**src/rtl/cfg_boot_seq.sv**
```systemverilog
// SoC boot sequencer: latches the UFM config word, then drives reset, straps and run/reboot.
// Optional CFG_BOOT_SEQ_PWRGOOD_EN adds a pwr_good input that gates and restarts the reset phase.
module cfg_boot_seq #(
  parameter logic [4:0]  BASE_ADDR        = 5'h0,
  parameter logic [15:0] RST_CYCLES       = 16'd1000,
  parameter logic [15:0] HOLD_CYCLES      = 16'd64,
  parameter logic [1:0]  DEFAULT_BOOT_SRC = 2'b00
) (
  input  logic        clk,
  input  logic        rst_n,
  input  logic [15:0] cfg,
  input  logic        cfg_done,
`ifdef CFG_BOOT_SEQ_PWRGOOD_EN
  input  logic        pwr_good,
`endif
  output logic        cfg_start,
  input  logic [4:0]  csr_a,
  input  logic [7:0]  csr_di,
  input  logic        csr_we,
  output logic [7:0]  csr_do,
  output logic        soc_rst_n,
  output logic [1:0]  strap,
  output logic        strap_oe,
  output logic        wdt_en
);

  typedef enum logic [2:0] {
    WAIT_CFG    = 3'd0,
    ASSERT_RST  = 3'd1,
    STRAP_HOLD  = 3'd2,
    RUN         = 3'd3,
    RELOAD_REQ  = 3'd4,
    RELOAD_WAIT = 3'd5
  } state_e;

  state_e      state_q;
  logic [15:0] cnt_q;
  logic [15:0] latched_q;
  logic        erased_q;
  logic        done_low_q;
  logic        soc_rst_n_q;
  logic [1:0]  strap_q;
  logic        strap_oe_q;
  logic        cfg_start_q;
  logic        wdt_en_q;

  logic        erased_d;
  logic [1:0]  src_d;
  logic        wdt_d;
  logic        latch_now;
  logic        reboot;
  logic        pwr_lost;
  logic        cnt_run;
  logic [1:0]  boot_src;
  logic        status_rst;
  logic        unused_ok;

  assign erased_d = (cfg == 16'hFFFF);
  assign src_d    = erased_d ? DEFAULT_BOOT_SRC : cfg[1:0];
  assign wdt_d    = !erased_d && cfg[2];
  assign boot_src = erased_q ? DEFAULT_BOOT_SRC : latched_q[1:0];

  // A reload only completes on a done that was seen low first, so a stale done is not accepted.
  assign latch_now = cfg_done &&
                     ((state_q == WAIT_CFG) || ((state_q == RELOAD_WAIT) && done_low_q));
  assign reboot    = csr_we && (csr_a == BASE_ADDR) && csr_di[0] && (state_q == RUN);

`ifdef CFG_BOOT_SEQ_PWRGOOD_EN
  assign pwr_lost   = !pwr_good && ((state_q == STRAP_HOLD) || (state_q == RUN));
  assign cnt_run    = pwr_good;
  assign status_rst = pwr_good && soc_rst_n_q;
`else
  assign pwr_lost   = 1'b0;
  assign cnt_run    = 1'b1;
  assign status_rst = soc_rst_n_q;
`endif

  always_ff @(posedge clk or negedge rst_n) begin
    if (!rst_n) begin
      state_q     <= WAIT_CFG;
      cnt_q       <= '0;
      latched_q   <= '0;
      erased_q    <= 1'b0;
      done_low_q  <= 1'b0;
      soc_rst_n_q <= 1'b0;
      strap_q     <= '0;
      strap_oe_q  <= 1'b0;
      cfg_start_q <= 1'b0;
      wdt_en_q    <= 1'b0;
    end else if (latch_now) begin
      latched_q   <= cfg;
      erased_q    <= erased_d;
      wdt_en_q    <= wdt_d;
      strap_q     <= src_d;
      strap_oe_q  <= 1'b1;
      soc_rst_n_q <= 1'b0;
      done_low_q  <= 1'b0;
      cnt_q       <= RST_CYCLES - 16'd1;
      state_q     <= ASSERT_RST;
    end else if (pwr_lost) begin
      soc_rst_n_q <= 1'b0;
      strap_oe_q  <= 1'b1;
      cnt_q       <= RST_CYCLES - 16'd1;
      state_q     <= ASSERT_RST;
    end else begin
      cfg_start_q <= 1'b0;
      case (state_q)
        WAIT_CFG: begin
          soc_rst_n_q <= 1'b0;
          strap_oe_q  <= 1'b0;
        end
        ASSERT_RST: begin
          if (!cnt_run) begin
            cnt_q <= RST_CYCLES - 16'd1;
          end else if (cnt_q == '0) begin
            cnt_q       <= HOLD_CYCLES - 16'd1;
            soc_rst_n_q <= 1'b1;
            state_q     <= STRAP_HOLD;
          end else begin
            cnt_q <= cnt_q - 16'd1;
          end
        end
        STRAP_HOLD: begin
          if (cnt_q == '0) begin
            strap_oe_q <= 1'b0;
            state_q    <= RUN;
          end else begin
            cnt_q <= cnt_q - 16'd1;
          end
        end
        RUN: begin
          if (reboot) begin
            soc_rst_n_q <= 1'b0;
            cfg_start_q <= 1'b1;
            done_low_q  <= 1'b0;
            state_q     <= RELOAD_REQ;
          end
        end
        RELOAD_REQ: begin
          state_q <= RELOAD_WAIT;
        end
        RELOAD_WAIT: begin
          if (!cfg_done) done_low_q <= 1'b1;
        end
        default: begin
          soc_rst_n_q <= 1'b0;
          strap_oe_q  <= 1'b0;
          state_q     <= WAIT_CFG;
        end
      endcase
    end
  end

  always_comb begin
    csr_do = '0;
    if (csr_a == BASE_ADDR) begin
      csr_do = {3'(state_q), erased_q, boot_src, wdt_en_q, status_rst};
    end else if (csr_a == BASE_ADDR + 5'd1) begin
      csr_do = latched_q[7:0];
    end
  end

  assign unused_ok = ^{csr_di[7:1], latched_q[15:8]};

  assign soc_rst_n = soc_rst_n_q;
  assign strap     = strap_q;
  assign strap_oe  = strap_oe_q;
  assign cfg_start = cfg_start_q;
  assign wdt_en    = wdt_en_q;

endmodule

```
**config.mk**
```make
export PLATFORM = sky130hd
export DESIGN_NAME = cfg_boot_seq
export DESIGN_NICKNAME = d
export VERILOG_FILES = /design/src/rtl/cfg_boot_seq.sv
export SDC_FILE = /design/constraint.sdc
export NUM_CORES = 1
export LEC_CHECK = 0
export CORE_MARGIN = 2
export CORE_UTILIZATION = 56
export CTS_BUF_LIST = sky130_fd_sc_hd__clkbuf_4 sky130_fd_sc_hd__clkbuf_8
export CTS_CLUSTER_DIAMETER = 30
export CTS_CLUSTER_SIZE = 28
export DETAILED_ROUTE_END_ITERATION = 12
export PLACE_DENSITY = 0.84
export SYNTH_ARGS = -nofsm -noshare
export SYNTH_HDL_FRONTEND = slang
export SYNTH_SLANG_ARGS = --single-unit
```
**constraint.sdc**
```tcl
create_clock -name clk -period 4.1 [get_ports clk]
set_input_delay 0.82 -clock clk [delete_from_list [all_inputs] [get_ports clk]]
set_output_delay 0.82 -clock clk [all_outputs]
set_load 0.05 [all_outputs]
```
Word-level counts from Yosys, hierarchy flattened --
Index checks and enable logic that the tools add are counted.
Word-level totals: register bits after elaboration 35, input port bits 33, output and inout port bits 14, word-level logic and storage cells 72
Cells by class: $add $sub $neg 1, equal/unequal tests 15, multiplexer cells 25, reduce and logical (&&, ||, !) cells 21
Operator list (count):
- 16-bit two-way mux | 3
- 16-bit case mux with 2 select lines | 1
- 16-bit == test (second input constant) | 1
- 16-bit zero test | 1
- 8-bit two-way mux | 2
- 16-bit by 1-bit subtractor with 16-bit output (second input constant) | 1
- 3-bit inequality test (second input constant) | 5
- 3-bit case mux with 5 select lines | 1
- 3-bit two-way mux | 4
- 1-bit two-way mux | 9
- 3-bit by 2-bit == test with 1-bit output (second input constant) | 2
- 3-bit == test (second input constant) | 2
- 1-bit logical AND | 6
- 2-bit by 1-bit inequality test with 1-bit output (second input constant) | 3
- 3-bit AND reduction | 2
- 3-bit nonzero test | 2
- 5-bit by 1-bit == test with 1-bit output (second input constant) | 1
- 5-bit zero test | 1
- 2-bit two-way mux | 2
- 1-bit case mux with 2 select lines | 2
- 2-bit AND reduction | 2
- 4-bit AND reduction | 1
- 4-bit OR reduction | 1
- 3-bit by 1-bit == test with 1-bit output (second input constant) | 1
- other kinds (6) | 6

Longest topological paths before layout --
word-level depth 7, mapped depth 8

Worst setup path after synthesis --
No wires, ideal clock.
path type input to output, start in csr_a[3], end out csr_do[2], arrival 2089 ps, data required time 3280 ps, setup slack 1191 ps, cell stages on the path 5, buffers on the path 1, path through nor4_1 > nor2b_1 > clkbuf_1 > nor2b_1 > a22o_1
Between the ends: word-level cells in the longest chain between the ends 3, elaborated cells between the ends (all ways) 4
RTL lines:
- start, declared | RTL line 17 | input logic [4:0] csr_a,
- 5-bit by 1-bit == test with 1-bit output | RTL line 158 | end else if (csr_a == BASE_ADDR + 5'd1) begin
- 8-bit two-way mux | RTL line 158
- 8-bit two-way mux * | RTL line 156 | if (csr_a == BASE_ADDR) begin
- end, declared | RTL line 20 | output logic [7:0] csr_do,
Every way passes the cells marked *; elsewhere a longest branch is shown, timed or not.

Final worst setup path --
Same ends and word-level chain as after synthesis.

==> run summary <==
The part of the total power dissipated in the clock network was 33.3%. Once the clock tree was built, the resizer swapped 0 gates to a different size. The number of buffers added for setup after CTS was 0. For the worst setup path, the data arrival time is 2420 ps. Clock insertion delay at the later pin of the skew report: 340 ps. The worst hold-check slack is 493 ps, and the count of cell types in the netlist is 51. The logs give 73.7% for the core utilization of the finished layout and 3420 um2 for the area inside the core boundary. The critical path in this run is classified as in -> out. The clock-pin transition on the worst setup and hold timing paths was 100 ps.

The ratio of routed vias to standard cells was 5.95; the violation count after the first detailed-routing iteration was 142. Count of cells along the worst register-to-register path: 7. The tools report the endpoint of the lowest-slack register-to-register path as cnt_q[9].

Setup repair after global routing left no endpoint under its margin. The startpoint of the most critical setup path is csr_a[3]. The area enclosed by the die boundary came out at 4120 um2. The tools report the endpoint of the most critical setup path as csr_do[2].

The mean cell area of the mapped netlist is 8.97 um2, and the number of pins with negative max-slew slack in the final report is 0. For this run, the number of Yosys warnings is 0. Net switching is 22.2% of the power.

For this run, the register share of the synthesized area comes to 43.2%. The top-level I/O count is 47, and the count of clock tree sinks is 35. The max-slew headroom at the worst pin was 50.6%. The type of the most critical hold path was reg -> reg. The area overhead of the layout relative to synthesis was 24.1%. The flow ran to the end, and the final reports show no timing, DRC or antenna violations. The most common cell in the synthesized netlist is nand2_1.

For the pin with the worst max-slew slack, the measured transition is 741 ps. The number of global-route vias before repair was 1,775. CTS placed an instance of clkbuf_4 at the clock tree root. The largest single stage delay on the critical path is 400 ps.

After routing, the total negative slack on setup checks comes to 0 ps. The run gives 0 as the number of antenna violations at the first check in global routing. Timing would allow up to 0.309 GHz. Number of synthesized flops with an enable pin: 0. Across the run, the number of max-cap violations was 0.

In this run the critical register-to-register path is launched from cnt_q[0]. After global routing the overflow that remains totals 0. Input and output buffers added on the ports amount to 39.

TritonCTS built the clock tree. The count of hold-fix buffers inserted at cts is 0, and the die height is 64.2 um. The commonest cells after synthesis are nand2_1 (41), dfrtp_1 (35), nor2_1 (15). In the synthesized netlist the async set-or-reset flop fraction comes to 100%. In this run the cell area of the synthesized design comes to 2030 um2.

The pre-antenna-repair detailed-routing pass consisted of 4 iterations. Setup violations remaining at the end of the flow were counted as 0. The total power divided by cell area is 228 nW/um2. Final hold violation count: 0. The clock passes through at most 2 buffers. TritonCTS created 5 clock buffers.

The logs give 5.85 ps for the final worst clock skew and 0 for the number of DRC violations after detailed routing. The most used flip-flop cell after synthesis is dfrtp_1. The critical path goes through clkdlybuf4s50_1, nor4_1, nor2b_1, buf_4, nor2b_1, a22o_1, buf_12.

The tools report the standard-cell row count as 21. Counting every net in the synthesized netlist gives 260. The highest ir drop seen on vdd came out at 0.000181 V. Cell repeated most along the worst path: nor2b_1.

For this run, the post-layout net count is 299. The post-route netlist has 12.8% of its cells at a drive strength greater than 1. Summed over its instances, the top area cell type makes up 43.2% of the synthesized netlist area. The overall track demand over capacity in global routing is 26.5%, and the combinational cell fraction of total power is 6.7%. The antenna diode count came out at 0. The overall die width was 64.2 um.

In this run the static leakage power is 1.02 nW. The final estimated routing congestion in global placement was 0.888. The run gives 36 as the pin count of the biggest net entering global routing. STA classifies the critical path endpoint as an output port. Registers are responsible for 60.0% of the overall power. The final route contains 1,851 vias.

The clock period could shrink to 3240 ps. The H-tree was split into 2 levels. The cell count after synthesis came out at 226.

In this run the worst path has a maximum fanout of 8. The average wire length per cell after detail routing is 15.9 um. Counting flops and latches in the post-synthesis netlist gives 35. After legalization and detailed placement, the total HPWL measured 3510 um. Once detail routing completed, the nets flagged for antenna violations numbered 0. The run gives 4940 um as the total routed wirelength.

For this configuration, the core starts out at a cell density of 59.4%. Of the available clock period, the critical path in the final layout requires 79.0%. STA classifies the critical path startpoint as a primary input. Register-to-register path setup slack: 1880 ps. The slowest stage of the critical path belongs to the cell clkdlybuf4s50_1.

Yosys attributes the largest share of cell area to dfrtp_1 (43%), nand2_1 (7.6%), a22o_1 (4.8%), o21ai_0 (3.0%), nor2_1 (2.8%). At the worst endpoint, the required time is 3280 ps. Summed over all instances, the cell type with the most area after synthesis is dfrtp_1.

The analysis attributes to net switching a power of 127 uW. The internal power of the cells totals 448 uW. The global-route wire length before repair is 8410 um.
==> final cells by class <==
cell class | count | area [um2]
well taps | 46 | 57.6
fillers | 259 | 898
clock buffers | 6 | 51.3
repair buffers | 42 | 418
inverters | 4 | 15.0
flip-flops and latches | 35 | 876
multi-input cells | 177 | 1090
clock inverters | 1 | 5.00
==> power by group through the flow <==
stage               logic (mW)  registers, mW  clock network, mW
detailed placement      0.0390          0.352                  0
global placement        0.0387          0.352                  0
finish                  0.0385          0.345              0.192
global route            0.0421          0.345              0.214
floorplan              0.00368          0.352                  0
CTS                     0.0392          0.345              0.199
==> cells by family after synthesis <==
group           Yosys count  synth area share (%)
buf+inv                  14                  2.84
xor+xnor                  2                 0.864
compound gates           63                  21.6
simple gates            110                  30.4
mux                       1                 0.494
fa+ha+maj                 1                 0.617
flops                    35                  43.2
==> state kept, by name (all words and copies together) (netlist names) <==
| signal | flops |
|---|---|
| strap_oe | 1 |
| wdt_en | 1 |
| cfg_start | 1 |
| latched_q | 8 |
| cnt_q | 16 |
| done_low_q | 1 |
| state_q | 3 |
| soc_rst_n | 1 |
| strap | 2 |
| erased_q | 1 |
==> cells in the final DEF (no fill, tap or decap), types with 3 or more instances in the layout <==
master            n
or3_1             3
clkdlybuf4s50_1  31
nor2_1           15
a21oi_1           9
o21ai_0          12
nor3b_1           4
o211ai_1          3
nor4_1            4
nor2b_1           3
dfrtp_1          35
a22o_1           11
o21a_1            3
nand2_1          41
clkbuf_4          5
nand3_1           9
nor3_1            4
buf_4             9
inv_1             4
o21ai_1           5
nand4_1           7
==> worst min path at each step <==
stage,cells past startpoint,end,from
6_report,2,latched_q[7],latched_q[7]
5_1_grt,2,latched_q[2],latched_q[2]
4_1_cts,2,latched_q[7],latched_q[7]
3_5_place_dp,2,latched_q[7],latched_q[7]
3_3_place_gp,2,latched_q[2],latched_q[2]
2_1_floorplan,2,latched_q[2],latched_q[2]
==> critical path: cells and delay by family <==
| family | cells | cell delay [ps] |
|---|---|---|
| simple gates | 3 | 680 |
| compound gates | 1 | 200 |
| buf+inv | 3 | 720 |
==> per-stage QoR <==
stage | std cells | total power [mW] | instance area [um2] | setup WS [ps]
after global placement | 304 | 0.390 | 2460 | 885
after floorplan | 226 | 0.356 | 2030 | 1190
after global routing | 311 | 0.601 | 2520 | 685
final | 311 | 0.575 | 2520 | 860
after detailed placement | 304 | 0.391 | 2460 | 847
after CTS | 311 | 0.583 | 2520 | 837
==> routing by layer <==
metal	part of all wire, %	vias up	global-route usage, %
li1	-	914	-
met1	44	869	34.9
met2	48	66	41.1
met3	7.5	2	7.39
met4	0.45	0	11.2
met5	0	-	0
(Power assumes the default switching activity.)
